## config.mk

```make
export PLATFORM = sky130hd
export DESIGN_NAME = piece_drop_ctrl
export DESIGN_NICKNAME = d
export VERILOG_FILES = /design/src/rtl/piece_drop_ctrl.sv
export SDC_FILE = /design/constraint.sdc
export NUM_CORES = 1
export LEC_CHECK = 0
export BUFFER_PORTS_ARGS = -buffer_cell sky130_fd_sc_hd__buf_4
export CORE_MARGIN = 5
export CORE_UTILIZATION = 45
export CTS_BUF_LIST = sky130_fd_sc_hd__clkbuf_16
export CTS_CLUSTER_SIZE = 30
export DETAILED_ROUTE_END_ITERATION = 10
export GPL_ROUTABILITY_DRIVEN = 1
export PLACE_DENSITY = 0.76
export SETUP_SLACK_MARGIN = 0.05
export SLEW_MARGIN = 15
export SYNTH_ARGS = -nofsm -noshare
export SYNTH_HDL_FRONTEND = slang
export SYNTH_SLANG_ARGS = --single-unit
```

## constraint.sdc

```tcl
create_clock -name clk -period 2.8 [get_ports clk]
set_input_delay 0.42 -clock clk [delete_from_list [all_inputs] [get_ports clk]]
set_output_delay 0.42 -clock clk [all_outputs]
set_load 0.01 [all_outputs]
```

## src/rtl/piece_drop_ctrl.sv

```systemverilog
// -----------------------------------------------------------------------------
// piece_drop_ctrl
//
// Movement controller for the falling piece of a block-stacking game. It owns
// the current piece position, turns gravity ticks and lateral requests into
// collision-check handshakes with the board, locks the piece when it can no
// longer fall, and respawns a new piece at the top.
//
// Parameters
//   BOARD_ROWS  playfield rows (row 0 = top)
//   BOARD_COLS  playfield columns (col 0 = left)
//   SPAWN_COL   column where every new piece appears
//
// Ports
//   clk                  clock, all logic on the rising edge
//   reset                synchronous, active-high reset
//   move_sig             gravity/drop tick, may stay high for many cycles
//   left_req, right_req  single-cycle lateral move requests
//   chk_req              collision-check request (registered)
//   chk_row, chk_col     cell being checked, stable while chk_req is high
//   chk_ack              board response strobe, honoured only while chk_req=1
//   chk_blocked          target cell occupied, valid with chk_ack
//   piece_row, piece_col current piece position
//   lock_pulse           one-cycle strobe while the piece is being locked
//   game_over            sticky until reset once a spawn cell is occupied
//   busy                 high in every state except IDLE
//   chk_timeout          one-cycle strobe when a check is abandoned unanswered
//
// Build option
//   DROP_TIMEOUT_EN  when defined, a check left unanswered for 255 cycles
//                    resolves as blocked and pulses chk_timeout. When not
//                    defined, checks wait forever and chk_timeout is tied 0.
// -----------------------------------------------------------------------------
module piece_drop_ctrl #(
  parameter int BOARD_ROWS = 20,
  parameter int BOARD_COLS = 10,
  parameter int SPAWN_COL  = 4
) (
  input  logic       clk,
  input  logic       reset,
  input  logic       move_sig,
  input  logic       left_req,
  input  logic       right_req,
  output logic       chk_req,
  output logic [4:0] chk_row,
  output logic [3:0] chk_col,
  input  logic       chk_ack,
  input  logic       chk_blocked,
  output logic [4:0] piece_row,
  output logic [3:0] piece_col,
  output logic       lock_pulse,
  output logic       game_over,
  output logic       busy,
  output logic       chk_timeout
);

  localparam logic [4:0] LAST_ROW = 5'(BOARD_ROWS - 1);
  localparam logic [3:0] LAST_COL = 4'(BOARD_COLS - 1);
  localparam logic [3:0] SPAWN_C  = 4'(SPAWN_COL);

  typedef enum logic [2:0] {
    S_SPAWN    = 3'd0,
    S_IDLE     = 3'd1,
    S_DOWN_CHK = 3'd2,
    S_SIDE_CHK = 3'd3,
    S_LOCK     = 3'd4,
    S_OVER     = 3'd5
  } state_t;

  state_t state;

  // A check completes either on a genuine acknowledge (only while a request
  // is outstanding, so stray acks are ignored) or on the optional timeout,
  // which is treated exactly like a blocked answer.
  logic ack_ok;
  logic to_hit;
  logic resolve;
  logic res_blocked;

  assign ack_ok      = chk_req & chk_ack;
  assign resolve     = ack_ok | to_hit;
  assign res_blocked = ack_ok ? chk_blocked : 1'b1;

`ifdef DROP_TIMEOUT_EN
  logic [7:0] to_cnt;

  // to_cnt holds the number of completed request cycles; the 255th cycle
  // without an answer is the one where it reads 254.
  assign to_hit = chk_req & ~chk_ack & (to_cnt == 8'd254);

  always_ff @(posedge clk) begin
    if (reset) begin
      to_cnt      <= '0;
      chk_timeout <= 1'b0;
    end else begin
      chk_timeout <= to_hit;
      if (!chk_req || resolve) begin
        to_cnt <= '0;
      end else begin
        to_cnt <= to_cnt + 8'd1;
      end
    end
  end
`else
  assign to_hit      = 1'b0;
  assign chk_timeout = 1'b0;
`endif

  // ---------------------------------------------------------------------------
  // Main controller. chk_row/chk_col are pure data and only meaningful while
  // chk_req is high, so they are loaded but never reset. The target of an
  // accepted move is parked in chk_row/chk_col and copied into the piece
  // position when the board reports the cell free.
  // ---------------------------------------------------------------------------
  always_ff @(posedge clk) begin
    if (reset) begin
      state      <= S_SPAWN;
      piece_row  <= '0;
      piece_col  <= SPAWN_C;
      chk_req    <= 1'b0;
      lock_pulse <= 1'b0;
      game_over  <= 1'b0;
      busy       <= 1'b1;
    end else begin
      lock_pulse <= 1'b0;

      case (state)
        S_SPAWN: begin
          if (!chk_req) begin
            // First cycle in SPAWN: ask whether the entry cell is free.
            chk_req <= 1'b1;
            chk_row <= '0;
            chk_col <= SPAWN_C;
          end else if (resolve) begin
            chk_req <= 1'b0;
            if (res_blocked) begin
              state     <= S_OVER;
              game_over <= 1'b1;
            end else begin
              state <= S_IDLE;
              busy  <= 1'b0;
            end
          end
        end

        S_IDLE: begin
          // Strict priority: only the highest-priority request present this
          // cycle is considered; the others are dropped.
          if (move_sig) begin
            busy <= 1'b1;
            if (piece_row == LAST_ROW) begin
              // Nothing below the bottom row, so lock without asking.
              state      <= S_LOCK;
              lock_pulse <= 1'b1;
            end else begin
              state   <= S_DOWN_CHK;
              chk_req <= 1'b1;
              chk_row <= piece_row + 5'd1;
              chk_col <= piece_col;
            end
          end else if (left_req) begin
            if (piece_col != 4'd0) begin
              state   <= S_SIDE_CHK;
              busy    <= 1'b1;
              chk_req <= 1'b1;
              chk_row <= piece_row;
              chk_col <= piece_col - 4'd1;
            end
          end else if (right_req) begin
            if (piece_col != LAST_COL) begin
              state   <= S_SIDE_CHK;
              busy    <= 1'b1;
              chk_req <= 1'b1;
              chk_row <= piece_row;
              chk_col <= piece_col + 4'd1;
            end
          end
        end

        S_DOWN_CHK: begin
          if (resolve) begin
            chk_req <= 1'b0;
            if (res_blocked) begin
              state      <= S_LOCK;
              lock_pulse <= 1'b1;
            end else begin
              piece_row <= chk_row;
              state     <= S_IDLE;
              busy      <= 1'b0;
            end
          end
        end

        S_SIDE_CHK: begin
          if (resolve) begin
            chk_req <= 1'b0;
            if (!res_blocked) begin
              piece_col <= chk_col;
            end
            state <= S_IDLE;
            busy  <= 1'b0;
          end
        end

        S_LOCK: begin
          // lock_pulse is high for this one cycle with the locked position
          // still visible; afterwards the next piece starts at the top.
          piece_row <= '0;
          piece_col <= SPAWN_C;
          state     <= S_SPAWN;
        end

        S_OVER: begin
          // Terminal until reset; every input is ignored.
        end

        default: begin
          state     <= S_SPAWN;
          piece_row <= '0;
          piece_col <= SPAWN_C;
          chk_req   <= 1'b0;
          busy      <= 1'b1;
        end
      endcase
    end
  end

  // Position must stay on the board and a pending check must not move.
  a_row_range: assert property (@(posedge clk) disable iff (reset)
    piece_row <= LAST_ROW);
  a_col_range: assert property (@(posedge clk) disable iff (reset)
    piece_col <= LAST_COL);
  a_chk_stable: assert property (@(posedge clk) disable iff (reset)
    (chk_req && !resolve) |=> (chk_req && $stable(chk_row) && $stable(chk_col)));

endmodule

```

==> key figures, run 1 <==
Clock tree
  • Clock sinks: 25
  • Hold bufs inserted after CTS: 0
  • Post-CTS setup buffers: 0
  • H-Tree Depth: 1
  • Clk_lat worst skew: 270 ps
  • Clk pin slew, worst setup/hold paths: 70 ps
  • CTS root buf: clkbuf_16
  • CTS tree: built
  • Num CTS Buffers: 3
  • Number of gates resized after cts: 0
  • Clock tree buffer depth: 2

STA
  • Period Utilization, post-route: 0.6953
  • Final Hold Viols: 0
  • Pin slew with the least headroom to its limit: 607.2 ps
  • Setup WS post-layout: 853.2 ps
  • RSZ-0062 raised after global routing: no
  • Slew Limit Headroom: 0.5895
  • Fin crit period: 1947 ps
  • Setup TNS: 0 ps
  • Fmax: 0.5137 GHz
  • Slew Viols, Final: 0
  • Final setup fails: 0
  • Clock skew: 7.412 ps

Global route
  • Vias in the first global route: 1082
  • Overall global routing resource usage: 0.1635
  • GRT Residual Overflow: 0
  • Pin count of the biggest net entering global routing: 16
  • First-pass GRT wire length: 5216 um
  • Initial antenna violation count: 0

Critical path
  • CP Max Fanout: 9
  • Crit path arrival time: 1970 ps
  • CP endpoint kind: register
  • CP Class: reg2reg
  • WP data required: 2820 ps
  • Critical path launch point type: register

Route
  • Drt total wl: 3140 um
  • Via count: 1123
  • WL/cell: 16.10 um
  • Initial DRC count: 43
  • DR DRC count: 0
  • Via/cell ratio: 5.759
  • Routed Antenna Nets: 0
  • DRT Pass-1 Iters: 4

Power
  • P_leak: 0.0006585 uW
  • Power Density: 543.9 nW/um^2
  • Worst-case vdd ir drop: 0.5410 mV

Layout
  • Final Core Density: 0.5844
  • Area grow syn2layout: 24.32%
  • Layout net count: 176
  • Layout cell share with drive strength beyond 1: 0.2317
  • # diodes: 0
  • Most frequent cells in the layout: 30 x buf_4, 17 x nor2_1, 16 x dfxtp_1, 10 x nand2_1, 9 x edfxtp_1
  • Non-Filler Instances: 195
  • Most common cell after layout, fill and taps aside: buf_4

Logic synthesis
  • Synth Instances: 137
  • Yosys Warn Count: 0
  • Syn Nets: 148
  • Syn Area/Cell: 9.462 um^2
  • Synth Register Bits: 25
  • Synth Cell Area: 1296 um^2
  • Post-synth cell types: 45
  • Seq/Total Area, Yosys: 0.4556
  • Ys flop type: dfxtp_1
  • EDFF count, synth: 9
  • Async SR Flop Fraction: 0

Placed design
  • RD Place Congestion: 0.8860
  • Pre-CTS setup slack: 814.6 ps
  • PortBufs: 28
  • HPWL after DPL: 2345 um
  • Placed cell count: 191

Floorplan
  • FP Rows: 19
  • DIE AREA: 4054 um^2
  • Width of the die: 63.67 um
  • Effective utilization at floorplan: 0.4701
  • # IOs: 30
  • Die Height: 63.67 um
  • Core ar.: 2758 um^2

Outcome
  • Status: completed

Job
  • Max Cap Violations: 0

Worst hold path
  • Worst Hold Class: in2reg
registers in the layout, indices dropped and copies added (netlist names):
signal,cells
state,3
piece_row,5
lock_pulse,1
chk_row,5
chk_req,1
busy,1
piece_col,4
game_over,1
chk_col,4
final timing paths:
| path | cells after the start | slack (ps) | to | start |
|---|---|---|---|---|
| worst max-delay path | 6 | 850 | chk_row[1] | piece_row[0] |
| worst min-delay path | 2 | 400 | state[2] | reset |
| worst max register to register | 6 | 850 | chk_row[1] | piece_row[0] |
| worst min register to register | 2 | 480 | game_over | game_over |
cell type report:
class,count,area (um^2)
Clock buffer,3,75.07
Clock inverter,1,6.256
Tap cell,31,38.79
Fill cell,243,1146
Multi-Input combinational cell,99,653.1
Inverter,6,22.52
Sequential cell,25,590.6
Timing Repair Buffer,30,225.2
report_power, final:
part / internal, uW / switching (uW)
Combinational: 55.9 / 68.9
Sequential: 401 / 24.2
Clock: 195 / 131
Total: 652 / 225
routing by layer:
metal | global-route usage | vias up | routed length (um)
met5 | 0 | - | 0
met4 | 0.05455 | 0 | 40
met3 | 0.04618 | 4 | 161
met2 | 0.2728 | 30 | 1612
met1 | 0.2007 | 537 | 1326
li1 | - | 552 | -
Yosys cell counts (2+ instances only):
master	count	area, um^2
a211oi_1	2	15.01
a21oi_1	7	35.03
a22o_1	5	43.79
a22oi_1	2	15.01
buf_4	2	15.01
clkbuf_1	4	15.01
dfxtp_1	16	320.3
edfxtp_1	9	270.3
ha_1	3	37.54
inv_1	6	22.52
mux2i_1	6	60.06
nand2_1	10	37.54
nand2b_1	3	18.77
nand4_1	3	18.77
nor2_1	17	63.81
nor3_1	6	30.03
nor3b_1	2	15.01
o21ai_0	3	15.01
xor2_1	5	43.79
kinds of logic after synthesis:
family | Yosys count | synth area share
buf+inv | 13 | 0.04439
mux | 6 | 0.04633
simple gates | 53 | 0.2124
compound gates | 29 | 0.1535
xor+xnor | 6 | 0.04054
fa+ha+maj | 4 | 0.04441
other cells | 1 | 0.002893
flops | 25 | 0.4556
critical path, cell delays in order, from the launching register on:
cell and delay, ps:
dfxtp_1 420, ha_1 210, nand2_2 70, or4b_1 530, nand4_1 170, a2111oi_2 90
buf_4 210
through the flow:
step	area [um^2]	hold WS, ps	power, uW
floorplan	1296	504.7	501.6
global placement	1530	457.9	554.4
detailed placement	1530	466.0	556.8
CTS	1612	401.8	883.7
global route	1612	406.1	914.2
finish	1612	398.6	876.6
Power figures use the tool's default switching activity.
==> run 2, diff against run 1 <==
--- a/config.mk
+++ b/config.mk
@@ -12,7 +12,7 @@
 export CTS_CLUSTER_SIZE = 30
 export DETAILED_ROUTE_END_ITERATION = 10
 export GPL_ROUTABILITY_DRIVEN = 1
-export PLACE_DENSITY = 0.76
+export PLACE_DENSITY = 0.78
 export SETUP_SLACK_MARGIN = 0.05
 export SLEW_MARGIN = 15
 export SYNTH_ARGS = -nofsm -noshare
==> constraint.sdc (replaced) <==
create_clock -name clk -period 1.7 [get_ports clk]
set_input_delay 0.255 -clock clk [delete_from_list [all_inputs] [get_ports clk]]
set_output_delay 0.255 -clock clk [all_outputs]
set_load 0.01 [all_outputs]
==> run 2 against run 1 <==
  * Sequential power up 62%
  * Critical path type unchanged
  * Clock power grew 61%
  * Hold slack got worse by 140 ps
  * Highest routed layer unchanged
==> key figures, run 2 (synthesis gave the netlist of run 1 again) <==
Power
  • Flop pwr share: 0.469 (was 0.485)
  • Switching power: 374.3 uW (was 224.6 uW)
  • Sw Ratio: 0.2536 (was 0.2562)
  • Comb pwr share: 0.177 (was 0.142)
  • Power Density: 802.9 nW/um^2 (was 543.9 nW/um^2)
  • Worst-case vdd ir drop: 0.6197 mV (was 0.5410 mV)
  • Internal Power: 1101 uW (was 652.0 uW)
  • P_leak: 0.0007785 uW (was 0.0006585 uW)
  • Power share of the clock group: 0.355 (was 0.372)
  • Power Total: 1476 uW (was 876.6 uW)

Global route
  • Vias in the first global route: 1169 (was 1082)
  • Overall global routing resource usage: 0.1779 (was 0.1635)
  • First-pass GRT wire length: 5678 um (was 5216 um)
  • GRT Residual Overflow: 0 (unchanged)
  • Pin count of the biggest net entering global routing: 15 (was 16)
  • Initial antenna violation count: 0 (unchanged)

Layout
  • Biggest regs: chk_row x5, piece_row x5 (unchanged)
  • Most common cell after layout, fill and taps aside: buf_4 (unchanged)
  • Layout cell share with drive strength beyond 1: 0.3777 (was 0.2317)
  • # diodes: 0 (unchanged)
  • Layout net count: 200 (was 176)
  • Area grow syn2layout: 41.80% (was 24.32%)
  • Most frequent cells in the layout: 54 x buf_4, 17 x nor2_1, 11 x dfxtp_1, 10 x nand2_1, 9 x edfxtp_1 (was 30 x buf_4, 17 x nor2_1, 16 x dfxtp_1, 10 x nand2_1, 9 x edfxtp_1)
  • Storage element area: 599.3 um^2 (was 590.6 um^2)
  • Final design area excluding fillers: 1838 um^2 (was 1612 um^2)
  • Non-Filler Instances: 219 (was 195)
  • Fill cells: 212 (was 243)
  • Area occupied by multi-input gates: 691.9 um^2 (was 653.1 um^2)

Placed design
  • RD Place Congestion: 0.8289 (was 0.8860)
  • Placed cell areas: 1717 um^2 (was 1530 um^2)
  • HPWL after DPL: 2653 um (was 2345 um)
  • PortBufs: 28 (unchanged)
  • Placed cell count: 211 (was 191)

Outcome
  • Status: completed (unchanged)

Route
  • Routed Antenna Nets: 0 (unchanged)
  • DRT Pass-1 Iters: 4 (unchanged)
  • WL/cell: 15.75 um (was 16.10 um)
  • Via count: 1218 (was 1123)
  • Via/cell ratio: 5.562 (was 5.759)
  • Initial DRC count: 38 (was 43)
  • DR DRC count: 0 (unchanged)
  • Drt total wl: 3449 um (was 3140 um)

Critical path
  • Crit path arrival time: 1710 ps (was 1970 ps)
  • CP Max Fanout: 5 (was 9)
  • CP Class: reg2reg (unchanged)
  • Critical path launch point type: register (unchanged)
  • Largest stage delay, worst path: 480 ps (was 530 ps)
  • Critical path's slowest cell: or4b_4 (was or4b_1)
  • WP data required: 1720 ps (was 2820 ps)
  • CP endpoint kind: register (unchanged)
  • Worst-path cell chain: ha_4, nand2_2, or4b_4, nand4_1, a2111oi_4, buf_4 (was ha_1, nand2_2, or4b_1, nand4_1, a2111oi_2, buf_4)

Clock tree
  • Hold bufs inserted after CTS: 0 (unchanged)
  • Num CTS Buffers: 3 (unchanged)
  • Clock tree buffer depth: 2 (unchanged)
  • Clk pin slew, worst setup/hold paths: 70 ps (about the same)
  • H-Tree Depth: 1 (unchanged)
  • CTS tree: built (unchanged)
  • Clk_lat worst skew: 260 ps (was 270 ps)
  • Clock sinks: 25 (unchanged)
  • CTS root buf: clkbuf_16 (unchanged)

Floorplan
  • Effective utilization at floorplan: 0.4701 (unchanged)
  • Core ar.: 2758 um^2 (unchanged)
  • DIE AREA: 4054 um^2 (unchanged)
  • Width of the die: 63.67 um (unchanged)
  • FP Rows: 19 (unchanged)
  • # IOs: 30 (unchanged)
  • Die Height: 63.67 um (unchanged)

STA
  • Final setup fails: 0 (unchanged)
  • Clock skew: 6.317 ps (was 7.412 ps)
  • Setup TNS: 0 ps (unchanged)
  • Final Hold Viols: 0 (unchanged)
  • Slew Viols, Final: 0 (unchanged)
  • Period Utilization, post-route: 0.9916 (was 0.6953)
  • Fin crit period: 1686 ps (was 1947 ps)
  • Fmax: 0.5932 GHz (was 0.5137 GHz)
  • RSZ-0062 raised after global routing: yes (was no)

Job
  • Max Cap Violations: 0 (unchanged)

Worst hold path
  • Worst Hold Class: in2reg (unchanged)
## run 2: final timing paths
path	start	end	slack [ps]	cells after the start
setup / recovery	piece_row[0]	chk_row[0]	10	6
hold / removal	reset	state[2]	260	2
setup reg to reg	piece_row[0]	chk_row[0]	10	6
hold reg to reg	game_over	game_over	470	2
## run 2: metrics by stage
step                        util  hold WS (ps)  setup WS, ps
after floorplan                -         433.4        -120.6
after global placement    0.6225         453.6        -24.33
after detailed placement  0.6225         467.0        -55.97
after CTS                 0.6611         261.7         15.49
after global routing      0.6665         276.7        -38.28
final                     0.6665         261.0         14.23
## run 2: layout make-up
class                           count  share of cell area
Tap cell                           31             0.02110
Clock buffer                        3             0.04084
Multi-Input combinational cell     99              0.3764
Sequential cell                    25              0.3261
Clock inverter                      1            0.002723
Inverter                            6             0.01225
Timing Repair Buffer               54              0.2206
## run 2: critical path, delay by kind of cell (launching register included)
| family | cells | cell delay, ps |
|---|---|---|
| AOI/OAI and AO/OA | 1 | 100 |
| adders and majority gates | 1 | 140 |
| buffers and inverters | 1 | 170 |
| DFF | 1 | 350 |
| and+or+nand+nor | 3 | 700 |
## run 2: timing repair
action,in CTS,in global routing
endpoints found under the hold margin,0,0
setup endpoints to repair,9,12
setup buffers,3,1
resized for setup,1,2
cloned,0,0
pin swaps,3,1
## run 2: power groups by stage
stage | sequential (uW) | clock [uW] | combinational, uW
3_3_place_gp | 703 | 0 | 245
2_1_floorplan | 708 | 0 | 129
5_1_grt | 697 | 547 | 283
4_1_cts | 691 | 523 | 259
6_report | 692 | 524 | 261
3_5_place_dp | 702 | 0 | 252
## run 2: routing by layer
layer,track usage,share of wire
met5,0,0
met1,0.2377,0.45
met3,0.03020,0.069
met4,0.06234,0.012
met2,0.2868,0.47
